## src/rtl/sevenseg_scan_reader.sv

```systemverilog
`default_nettype none
// ============================================================================
// sevenseg_scan_reader : samples a multiplexed 7-segment bus and rebuilds the
// BCD value per digit. Option SEVENSEG_READER_ACTIVE_LOW_EN inverts the pins.
// Revision: 1.0
// ============================================================================
module sevenseg_scan_reader #(
    parameter int NUM_DIGITS    = 4,
    parameter int STABLE_CYCLES = 4
) (
    input  logic                    clk,
    input  logic                    reset,
    input  logic [6:0]              seg_in,
    input  logic [NUM_DIGITS-1:0]   dig_sel,
    output logic [4*NUM_DIGITS-1:0] digits,
    output logic [NUM_DIGITS-1:0]   blank,
    output logic [NUM_DIGITS-1:0]   err,
    output logic                    capture_pulse,
    output logic                    frame_valid
);
    localparam int c_vec_w = 7 + NUM_DIGITS;
    localparam int c_cnt_w = $clog2(STABLE_CYCLES + 1);
    localparam logic [c_cnt_w-1:0] c_cnt_max = c_cnt_w'(STABLE_CYCLES);

    typedef enum logic [1:0] {
        S_IDLE    = 2'd0,
        S_SETTLE  = 2'd1,
        S_CAPTURE = 2'd2,
        S_HOLD    = 2'd3
    } state_t;

    state_t                r_state;
    logic [c_vec_w-1:0]    w_pins;
    logic [c_vec_w-1:0]    r_sync1;
    logic [c_vec_w-1:0]    r_sync2;
    logic [c_vec_w-1:0]    r_prev;
    logic [c_cnt_w-1:0]    r_cnt;
    logic [c_cnt_w-1:0]    w_cnt_inc;
    logic [NUM_DIGITS-1:0] r_seen;
    logic [NUM_DIGITS-1:0] w_seen_next;
    logic [NUM_DIGITS-1:0] w_sel;
    logic [6:0]            w_seg;
    logic                  w_same;
    logic                  w_onehot;
    logic [5:0]            w_dec;

`ifdef SEVENSEG_READER_ACTIVE_LOW_EN
    assign w_pins = ~{seg_in, dig_sel};
`else
    assign w_pins = {seg_in, dig_sel};
`endif

    // Result layout: {blank, err, digit[3:0]}
    function automatic logic [5:0] decode_seg(input logic [6:0] seg);
        case (seg)
            7'b1111110: decode_seg = {2'b00, 4'd0};
            7'b0110000: decode_seg = {2'b00, 4'd1};
            7'b1101101: decode_seg = {2'b00, 4'd2};
            7'b1111001: decode_seg = {2'b00, 4'd3};
            7'b0110011: decode_seg = {2'b00, 4'd4};
            7'b1011011: decode_seg = {2'b00, 4'd5};
            7'b1011111: decode_seg = {2'b00, 4'd6};
            7'b1110000: decode_seg = {2'b00, 4'd7};
            7'b1111111: decode_seg = {2'b00, 4'd8};
            7'b1111011: decode_seg = {2'b00, 4'd9};
            7'b0000000: decode_seg = {2'b10, 4'hF};
            default:    decode_seg = {2'b01, 4'hE};
        endcase
    endfunction

    assign w_seg       = r_sync2[c_vec_w-1 -: 7];
    assign w_sel       = r_sync2[NUM_DIGITS-1:0];
    assign w_same      = (r_sync2 == r_prev);
    assign w_onehot    = (w_sel != '0) && ((w_sel & (w_sel - NUM_DIGITS'(1))) == '0);
    assign w_cnt_inc   = (r_cnt == c_cnt_max) ? r_cnt : r_cnt + c_cnt_w'(1);
    assign w_seen_next = r_seen | w_sel;
    assign w_dec       = decode_seg(w_seg);

    always_ff @(posedge clk or posedge reset) begin
        if (reset) begin
            r_sync1       <= '0;
            r_sync2       <= '0;
            r_prev        <= '0;
            r_cnt         <= '0;
            r_seen        <= '0;
            r_state       <= S_IDLE;
            digits        <= '0;
            blank         <= '1;
            err           <= '0;
            capture_pulse <= 1'b0;
            frame_valid   <= 1'b0;
        end else begin
            r_sync1       <= w_pins;
            r_sync2       <= r_sync1;
            r_prev        <= r_sync2;
            capture_pulse <= 1'b0;
            frame_valid   <= 1'b0;
            case (r_state)
                S_IDLE: begin
                    r_cnt <= '0;
                    if (w_onehot) r_state <= S_SETTLE;
                end
                S_SETTLE: begin
                    if (!w_same) begin
                        r_cnt <= '0;
                        if (!w_onehot) r_state <= S_IDLE;
                    end else begin
                        r_cnt <= w_cnt_inc;
                        // The slot is written on the edge that completes the count
                        if (w_cnt_inc == c_cnt_max) begin
                            for (int i = 0; i < NUM_DIGITS; i++) begin
                                if (w_sel[i]) begin
                                    digits[4*i +: 4] <= w_dec[3:0];
                                    blank[i]         <= w_dec[5];
                                    err[i]           <= w_dec[4];
                                end
                            end
                            capture_pulse <= 1'b1;
                            if (&w_seen_next) begin
                                frame_valid <= 1'b1;
                                r_seen      <= '0;
                            end else begin
                                r_seen <= w_seen_next;
                            end
                            r_state <= S_CAPTURE;
                        end
                    end
                end
                S_CAPTURE, S_HOLD: begin
                    if (!w_same) begin
                        r_cnt   <= '0;
                        r_state <= w_onehot ? S_SETTLE : S_IDLE;
                    end else begin
                        r_cnt   <= w_cnt_inc;
                        r_state <= S_HOLD;
                    end
                end
                default: r_state <= S_IDLE;
            endcase
        end
    end

endmodule
`default_nettype wire

```

## config.mk

```make
export PLATFORM = sky130hd
export DESIGN_NAME = sevenseg_scan_reader
export DESIGN_NICKNAME = d
export VERILOG_FILES = /design/src/rtl/sevenseg_scan_reader.sv
export SDC_FILE = /design/constraint.sdc
export NUM_CORES = 1
export LEC_CHECK = 0
export ABC_AREA = 0
export CELL_PAD_IN_SITES_DETAIL_PLACEMENT = 1
export CELL_PAD_IN_SITES_GLOBAL_PLACEMENT = 2
export CORE_MARGIN = 10
export CORE_UTILIZATION = 40
export CTS_CLUSTER_SIZE = 28
export DETAILED_ROUTE_END_ITERATION = 10
export GPL_ROUTABILITY_DRIVEN = 0
export PLACE_DENSITY = 0.83
export RECOVER_POWER = 100
export SYNTH_ARGS = -nofsm -noshare
export SYNTH_HDL_FRONTEND = slang
export SYNTH_SLANG_ARGS = --single-unit
```

## constraint.sdc

```tcl
create_clock -name clk -period 5.4 [get_ports clk]
set_clock_uncertainty 0.05 [all_clocks]
set_input_delay 1.08 -clock clk [delete_from_list [all_inputs] [get_ports clk]]
set_output_delay 1.08 -clock clk [all_outputs]
set_load 0.03 [all_outputs]
```

# After elaboration in Yosys (flattened, before gate mapping)
# Cells that the tools add are included.
# op_classes
mul,0
bitwise,2
n_eq_ne,19
reduce_logical,14
shifts,0
div,0
mux,19
addsub,2
magnitude_cmp,0
# op_table
operator,n
case mux 6 bit (11 select lines),1
"equality test 7 bit, second input constant",8
AND reduction 4 bit,5
"equality test 7 x 6 -> 1 bit, second input constant",2
equality test 11 bit,1
two-way mux 2 bit,5
two-way mux 1 bit,8
logical NOT 7 bit,1
"equality test 3 bit, second input constant",2
two-way mux 3 bit,2
"inequality test 3 bit, second input constant",2
case mux 2 bit (3 select lines),1
case mux 3 bit (2 select lines),1
AND reduction 3 bit,2
AND 4 bit,1
"equality test 2 bit, second input constant",2
logical NOT 4 bit,1
two-way mux 4 bit,1
OR 4 bit,1
nonzero test 4 bit,1
"subtractor 4 x 1 -> 4 bit, second input constant",1
"adder 3 x 1 -> 3 bit, second input constant",1
OR reduction 3 bit,1
"equality test 2 x 1 -> 1 bit, second input constant",1
4 further kinds,4
# word_totals
mem_bits_ro,0
ram_bits,0
reg_bits,68
output_inout_bits,26
elab_cells,76
in_bits,13
memories,0
latch_bits,0

# Depth between registers and ports, before layout
# Gate-level depths: netlist of run 1.
# depth
depth_word,7
mapped_depth,7
depth_no_buf,7

# Worst setup path after synthesis of run 1
# No wires, ideal clock.
# synth_path
kind,flip-flop to flip-flop
start,reg r_cnt[0]
end,reg digits[10]
required_time_ps,5225
synth_period_minus_slack_ps,2429
setup_slack_ps,2971
arrival_time_ps,2255
path_buffers,0
path_stages_with_launch,8
setup_ps,125
path_cell_list,dfrtp_1 -> inv_1 -> ha_1 -> or3b_1 -> a31oi_1 -> nand3_2 -> nor4b_4 -> mux2_2
# synth_via
elab_chain_len,4
word_cells_on_any_way,5
classes_between,add/sub (1); eq/ne (2); mux (1); reduce/logical (1)
# synth_lines
item,line,text
start: declaration,37,logic [c_cnt_w-1:0] r_cnt;
start signal: assignment,108,r_cnt <= w_cnt_inc;
start signal: assignment,134,r_cnt <= w_cnt_inc;
adder 3 x 1 -> 3 bit / equality test 3 bit (equally long branches),75,assign w_cnt_inc = (r_cnt == c_cnt_max) ? r_cnt : r_cnt + c_cnt_w'(1);
two-way mux 3 bit (*),75,
equality test 3 bit (*),110,if (w_cnt_inc == c_cnt_max) begin
AND reduction 4 bit (no line) (*),n/a,
end signal: indexed assignment,113,digits[4*i +: 4] <= w_dec[3:0];
end: declaration,15,"output logic [4*NUM_DIGITS-1:0] digits,"
# Mark *: on every way between the ends. The rest lies on a longest branch, timed or not.
# A chain may end at the register's enable or synchronous reset.

# Worst setup path in the final report of run 1
# layout_path
start,reg r_cnt[0]
end,reg digits[12]
# Same word-level chain as after synthesis.

==> results of run 1 <==
## where the power goes
| part | switching [mW] | leakage [nW] | total, mW | internal [mW] |
|---|---|---|---|---|
| clock | 0.189 | 0.107 | 0.462 | 0.272 |
| combinational | 0.0203 | 0.594 | 0.0373 | 0.0170 |
| sequential | 0.0142 | 0.858 | 0.537 | 0.522 |
## per-stage QoR
step	instances	utilization, %	total power, mW	setup WS [ps]	cell area [µm²]
after floorplan	193	-	0.569	2570	2700
after global placement	302	48.8	0.586	2630	3150
after global routing	318	51.3	1.08	1500	3310
after detailed placement	302	48.8	0.588	2520	3150
final	318	51.3	1.04	1800	3310
after CTS	318	52.1	1.05	2490	3370
## cell usage after synthesis, drive strengths merged
| cell type | number | share of area (%) |
|---|---|---|
| a211o | 1 | 0.32 |
| a21oi | 3 | 0.56 |
| a22oi | 1 | 0.28 |
| a31oi | 2 | 0.46 |
| and2 | 1 | 0.23 |
| and3 | 4 | 0.93 |
| and3b | 2 | 0.65 |
| buf | 5 | 0.88 |
| clkbuf | 2 | 0.28 |
| dfrtp | 64 | 59 |
| dfstp | 4 | 3.9 |
| ha | 2 | 0.93 |
| inv | 7 | 0.97 |
| mux2 | 24 | 10 |
| nand2 | 5 | 0.70 |
| nand2b | 2 | 0.46 |
| nand3 | 2 | 0.74 |
| nand3b | 1 | 0.28 |
| nand4 | 2 | 0.46 |
| nor2 | 10 | 1.4 |
| nor2b | 2 | 0.46 |
| nor3 | 3 | 0.56 |
| nor4 | 3 | 1.3 |
| nor4b | 5 | 3.3 |
| nor4bb | 1 | 0.37 |
| o211a | 1 | 0.37 |
| o211ai | 1 | 0.28 |
| o21a | 4 | 1.1 |
| o21ai | 6 | 1.1 |
| o221a | 1 | 0.42 |
| o221ai | 1 | 0.32 |
| o22ai | 2 | 0.46 |
| o32ai | 1 | 0.32 |
| or2 | 1 | 0.23 |
| or3b | 1 | 0.32 |
| or4 | 1 | 0.28 |
| or4b | 2 | 0.74 |
| xor2 | 13 | 4.2 |
## path summary, 6_finish.rpt
| path | endpoint | slack (ps) | cells after the start |
|---|---|---|---|
| max in group asynchronous | blank[0] | 2750 | 3 |
| worst max-delay path | digits[12] | 1800 | 7 |
| worst min register to register | r_sync2[3] | 300 | 0 |
| min in group asynchronous | r_sync1[7] | 1430 | 2 |
| worst min-delay path | r_sync2[3] | 300 | 0 |
| worst max register to register | digits[12] | 1800 | 7 |
## cell type report
class	count	area share [%]
Clock buffer	12	4.38
Clock inverter	4	2.19
Timing Repair Buffer	39	11.7
Tap cell	77	2.91
Inverter	7	0.793
Multi-Input combinational cell	111	26.5
Sequential cell	68	51.5
## cell families (layout without fill, tap and decap cells)
logic type / Yosys count / count (layout) / synth area share [%]
flops: 68 / 68 / 63.3
xor+xnor: 13 / 13 / 4.22
mux: 24 / 24 / 10.0
buf+inv: 14 / 62 / 2.13
fa+ha+maj: 2 / 2 / 0.928
compound gates: 24 / 24 / 6.03
simple gates: 48 / 48 / 13.4
## layer usage
metal  vias to the layer above  global-route usage [%]
li1                        771                       -
met1                       839                    14.8
met2                        37                    18.8
met3                         8                    4.32
met4                         0                    6.51
met5                         -                       0
## sequential cells by signal (all words and copies together) (netlist names), 3 cells and up
signal	count
digits	16
r_seen	4
err	4
r_prev	11
r_sync2	11
r_sync1	11
r_cnt	3
blank	4
## critical path: cells and delay by family, from the launching register on
kind            cells  cell delay, ps
compound gates      1             200
fa+ha+maj           1             230
buf+inv             1              70
flops               1             400
mux                 1             440
simple gates        3            2090
==> flow_metrics.py, run 1 <==
metrics = {
    "final_layout": {
        "fill_cells": 683,
        "area_delta_synth_final_pct": 22.8,
        "final_common_cell": "dfrtp_1",
        "final_cell_mix": "64 x dfrtp_1, 38 x dlygate4sd3_1, 20 x mux2_2",
        "final_layout_size_suffix_gt1_share_pct": 17.8,
        "multi_input_area_um2": 877,
        "diodes": 0,
        "regArea_um2": 1710,
        "nets": 251,
    },
    "worst_setup_path": {
        "crit_fanout": 7,
        "path_cells": "inv_1 > ha_1 > or3b_1 > a31oi_1 > nand3_1 > nor4b_1 > mux2_2",
        "crit_type": "register to register",
        "cp-start-kind": "register",
        "required_ps": 5580,
        "crit_arrival_ps": 3780,
        "crit_slowest_cell": "nor4b_1",
        "max_stage_delay_ps": 1410,
        "endpoint_kind": "register",
        "startpoint": "r_cnt[0]",
        "r2r_start": "r_cnt[0]",
    },
    "cts": {
        "cts_buffer_depth": 2,
        "cts_tree": "built",
        "cts_sinks": 68,
        "clk_latency_ps": 350,
        "cts_max_level": 3,
        "cts.root.buffer_cell": "clkbuf_8",
        "cts_buffers": 9,
        "cts_setup_buffers": 0,
        "cts_resized": 0,
        "clk_pin_slew_ps": 70,
        "holdBufCountCts": 0,
    },
    "timing": {
        "tightest_slew_ps": 1640,
        "hold_violations": 0,
        "drv_slew": 16,
        "period_share_pct": 66.7,
        "rsz0062_at_grt": "false",
        "setup_viol": 0,
        "fmax_mhz": 278,
        "finalSetupTns_ps": 0,
        "holdWs_ps": 300,
        "period_needed_ps": 3600,
        "max_slew_margin_pct": -11.0,
    },
    "grt": {
        "grt_max_degree": 38,
        "grt_overflow": 0,
        "grt_first_pass_wirelength_mm": 9.80,
        "antenna_found_initial": 0,
        "grt_pass1_vias": 1848,
        "grt_use_total_pct": 12.2,
    },
    "worst_hold_path": {
        "min_from": "r_sync1[3]",
        "hold_class": "register to register",
    },
    "power_and_ir_drop": {
        "power.density_nw_per_um2": 313,
        "ir_drop_mv": 0.162,
        "power_leakage_nw": 1.56,
    },
    "synth": {
        "syn_area_um2": 2700,
        "ys_seq_elements": 68,
        "syn_avg_cell_area_um2": 14.0,
        "synthCells": 193,
        "yosysWarnings": 0,
        "syn-num-nets": 208,
        "seq_area_frac_synth_pct": 63.3,
        "synth_cell_types": 42,
    },
    "floorplan": {
        "pin_count": 39,
        "initial_core_util_pct": 41.7,
        "die-area_um2": 10400,
        "num_rows": 29,
        "die_h_um": 102,
        "core_um2": 6460,
        "die_w_um": 102,
    },
    "routing": {
        "routedWlPerCell_um": 18.1,
        "initialDrtViolationCount": 44,
        "wl_met2_mm": 2.84,
        "drc": 0,
        "wirelength_mm": 5.76,
        "viasPerCell": 5.20,
        "met1Wirelength_mm": 2.52,
        "route.met3.wl_um": 294,
        "vias": 1655,
        "ant_nets": 0,
        "first_pass_iters": 4,
        "dr.max_layer_used": "met4",
    },
    "status": {
        "status": "complete, but fails checks",
        "violations": "capacitance limit, slew limit",
    },
    "placed_design": {
        "port_buffers": 38,
        "detailed_place_hpwl_mm": 3.98,
    },
    "job": {
        "maxCapViolations": 3,
    },
}
(Power assumes the default switching activity.)
==> inputs of run 2 (changes only) <==
CORE_UTILIZATION = 37   (was 40)
PLACE_DENSITY = 0.78   (was 0.83)
clock period = 3.6 ns   (was 5.4 ns; I/O delays follow)
==> run 2 against run 1 <==
  * The run now ends clean
  * Sequential power rose by 50%
  * Global-route usage fell by 1.5 points
  * Die area rose by 6.5%
  * Sequential share of layout area fell by 0.058 points
  * Design area rose by 0.11%
  * Clock-buffer cell count fell by 2
  * Register-to-register slack got worse by 1300 ps
  * Maximum frequency rose by 17%
  * Via count rose by 0.66%
  * Final cell count rose by 6.9%
  * Clock power rose by 17%
  * Critical path type unchanged
  * Total power rose by 35%
==> flow_metrics.py, run 2 (synthesis results as in run 1) <==
metrics = {
    "status": {
        "status": "completed",
    },
    "worst_setup_path": {
        "cp_top_family": "simple AND/OR/NAND/NOR gates",
        "crit_fanout": 7,
        "max_stage_delay_ps": 840,
        "reg2regPathDepth": 7,
        "crit_arrival_ps": 3260,
        "path_cells": "inv_1 > ha_1 > or3b_1 > a31oi_1 > nand3_1 > nor4_2 > mux2_2",
        "path_buf_inv": 1,
        "cp-start-kind": "register",
        "crit_slowest_cell": "nor4_2",
        "required_ps": 3780,
        "cp.depth": 7,
        "crit_type": "register to register",
        "endpoint_kind": "register",
    },
    "cts": {
        "cts_max_level": 3,
        "cts_sinks": 68,
        "cts_tree": "built",
        "cts_resized": 0,
        "cts.root.buffer_cell": "clkbuf_8",
        "holdBufCountCts": 0,
        "clk_latency_ps": 350,
        "clk_pin_slew_ps": 70,
        "cts_buffer_depth": 2,
        "cts_buffers": 9,
        "cts_setup_buffers": 0,
    },
    "final_layout": {
        "final_common_cell": "dfrtp_1",
        "nets": 251,
        "diodes": 0,
        "top_register": "digits",
        "area_delta_synth_final_pct": 23.0,
        "largest_reg_flops": 16,
        "final_layout_size_suffix_gt1_share_pct": 21.2,
        "fill_cells": 735,
        "final_cell_mix": "64 x dfrtp_1, 38 x dlygate4sd3_1, 24 x mux2_2",
    },
    "grt": {
        "grt_first_pass_wirelength_mm": 9.38,
        "grt_overflow": 0,
        "antenna_found_initial": 0,
        "grt_pass1_vias": 1793,
        "grt_use_total_pct": 10.8,
        "grt_max_degree": 37,
    },
    "timing": {
        "rsz0062_at_grt": "false",
        "tightest_slew_ps": 1240,
        "period_needed_ps": 3080,
        "setup_viol": 0,
        "drv_slew": 0,
        "holdWs_ps": 298,
        "fmax_mhz": 325,
        "hold_violations": 0,
        "finalSetupTns_ps": 0,
        "max_slew_margin_pct": 17.0,
        "period_share_pct": 85.4,
    },
    "routing": {
        "drc": 0,
        "first_pass_iters": 4,
        "wirelength_mm": 5.62,
        "initialDrtViolationCount": 23,
        "routedWlPerCell_um": 16.5,
        "viasPerCell": 4.90,
        "ant_nets": 0,
        "vias": 1666,
    },
    "floorplan": {
        "num_rows": 31,
        "initial_core_util_pct": 37.6,
        "core_um2": 7180,
        "pin_count": 39,
        "die_w_um": 105,
        "die-area_um2": 11100,
        "die_h_um": 105,
    },
    "placed_design": {
        "port_buffers": 38,
        "detailed_place_hpwl_mm": 3.96,
    },
    "power_and_ir_drop": {
        "power_leakage_nw": 1.53,
        "power.density_nw_per_um2": 423,
        "ir_drop_mv": 0.256,
    },
    "worst_hold_path": {
        "whs_path_depth": 0,
        "hold_class": "register to register",
    },
    "job": {
        "maxCapViolations": 0,
    },
}
==> run 2: worst paths after layout <==
path / to / from / slack [ps]
min in group asynchronous: r_sync1[7] / reset / 1100
setup reg to reg: digits[3] / r_cnt[0] / 520
max in group asynchronous: r_cnt[2] / reset / 900
setup / recovery: digits[3] / r_cnt[0] / 520
hold reg to reg: r_sync2[10] / r_sync1[10] / 300
hold / removal: r_sync2[10] / r_sync1[10] / 300
==> run 2: cell type report <==
| cell class | instances | area (µm²) | share of cell area (%) |
|---|---|---|---|
| Sequential cell | 68 | 1710 | 51.5 |
| Multi-Input combinational cell | 111 | 905 | 27.3 |
| Timing Repair Buffer | 39 | 385 | 11.6 |
| Clock buffer | 10 | 128 | 3.85 |
| Tap cell | 99 | 124 | 3.74 |
| Clock inverter | 6 | 41.3 | 1.25 |
| Inverter | 7 | 26.3 | 0.792 |
==> run 2: worst reg2reg max path, cell delays in order, from the launching register on <==
cell     delay [ps]
dfrtp_1         410
inv_1            60
ha_1            230
or3b_1          380
a31oi_1         220
nand3_1         360
nor4_2          840
mux2_2          420
==> run 2: per-layer routing <==
layer,global-route usage [%],wire (µm),vias to the layer above
met5,0,0,-
met4,6.18,145,0
met3,3.47,260,11
met2,17.2,2730,32
met1,12.4,2490,855
li1,-,-,768
==> run 2: per-stage QoR <==
| stage | total power [mW] | area, µm² | utilization [%] | setup slack [ps] | cells |
|---|---|---|---|---|---|
| 3_5_place_dp | 0.884 | 3190 | 44.4 | 740 | 324 |
| 3_3_place_gp | 0.882 | 3190 | 44.4 | 849 | 324 |
| 4_1_cts | 1.43 | 3360 | 46.8 | 728 | 340 |
| 2_1_floorplan | 0.853 | 2700 | - | 1130 | 193 |
| 6_report | 1.40 | 3320 | 46.2 | 525 | 340 |
| 5_1_grt | 1.47 | 3320 | 46.2 | 371 | 340 |
==> run 2: report_power, final <==
group | internal, mW | switching [mW] | total (mW)
sequential | 0.783 | 0.0215 | 0.805
combinational | 0.0254 | 0.0307 | 0.0561
clock | 0.248 | 0.292 | 0.540
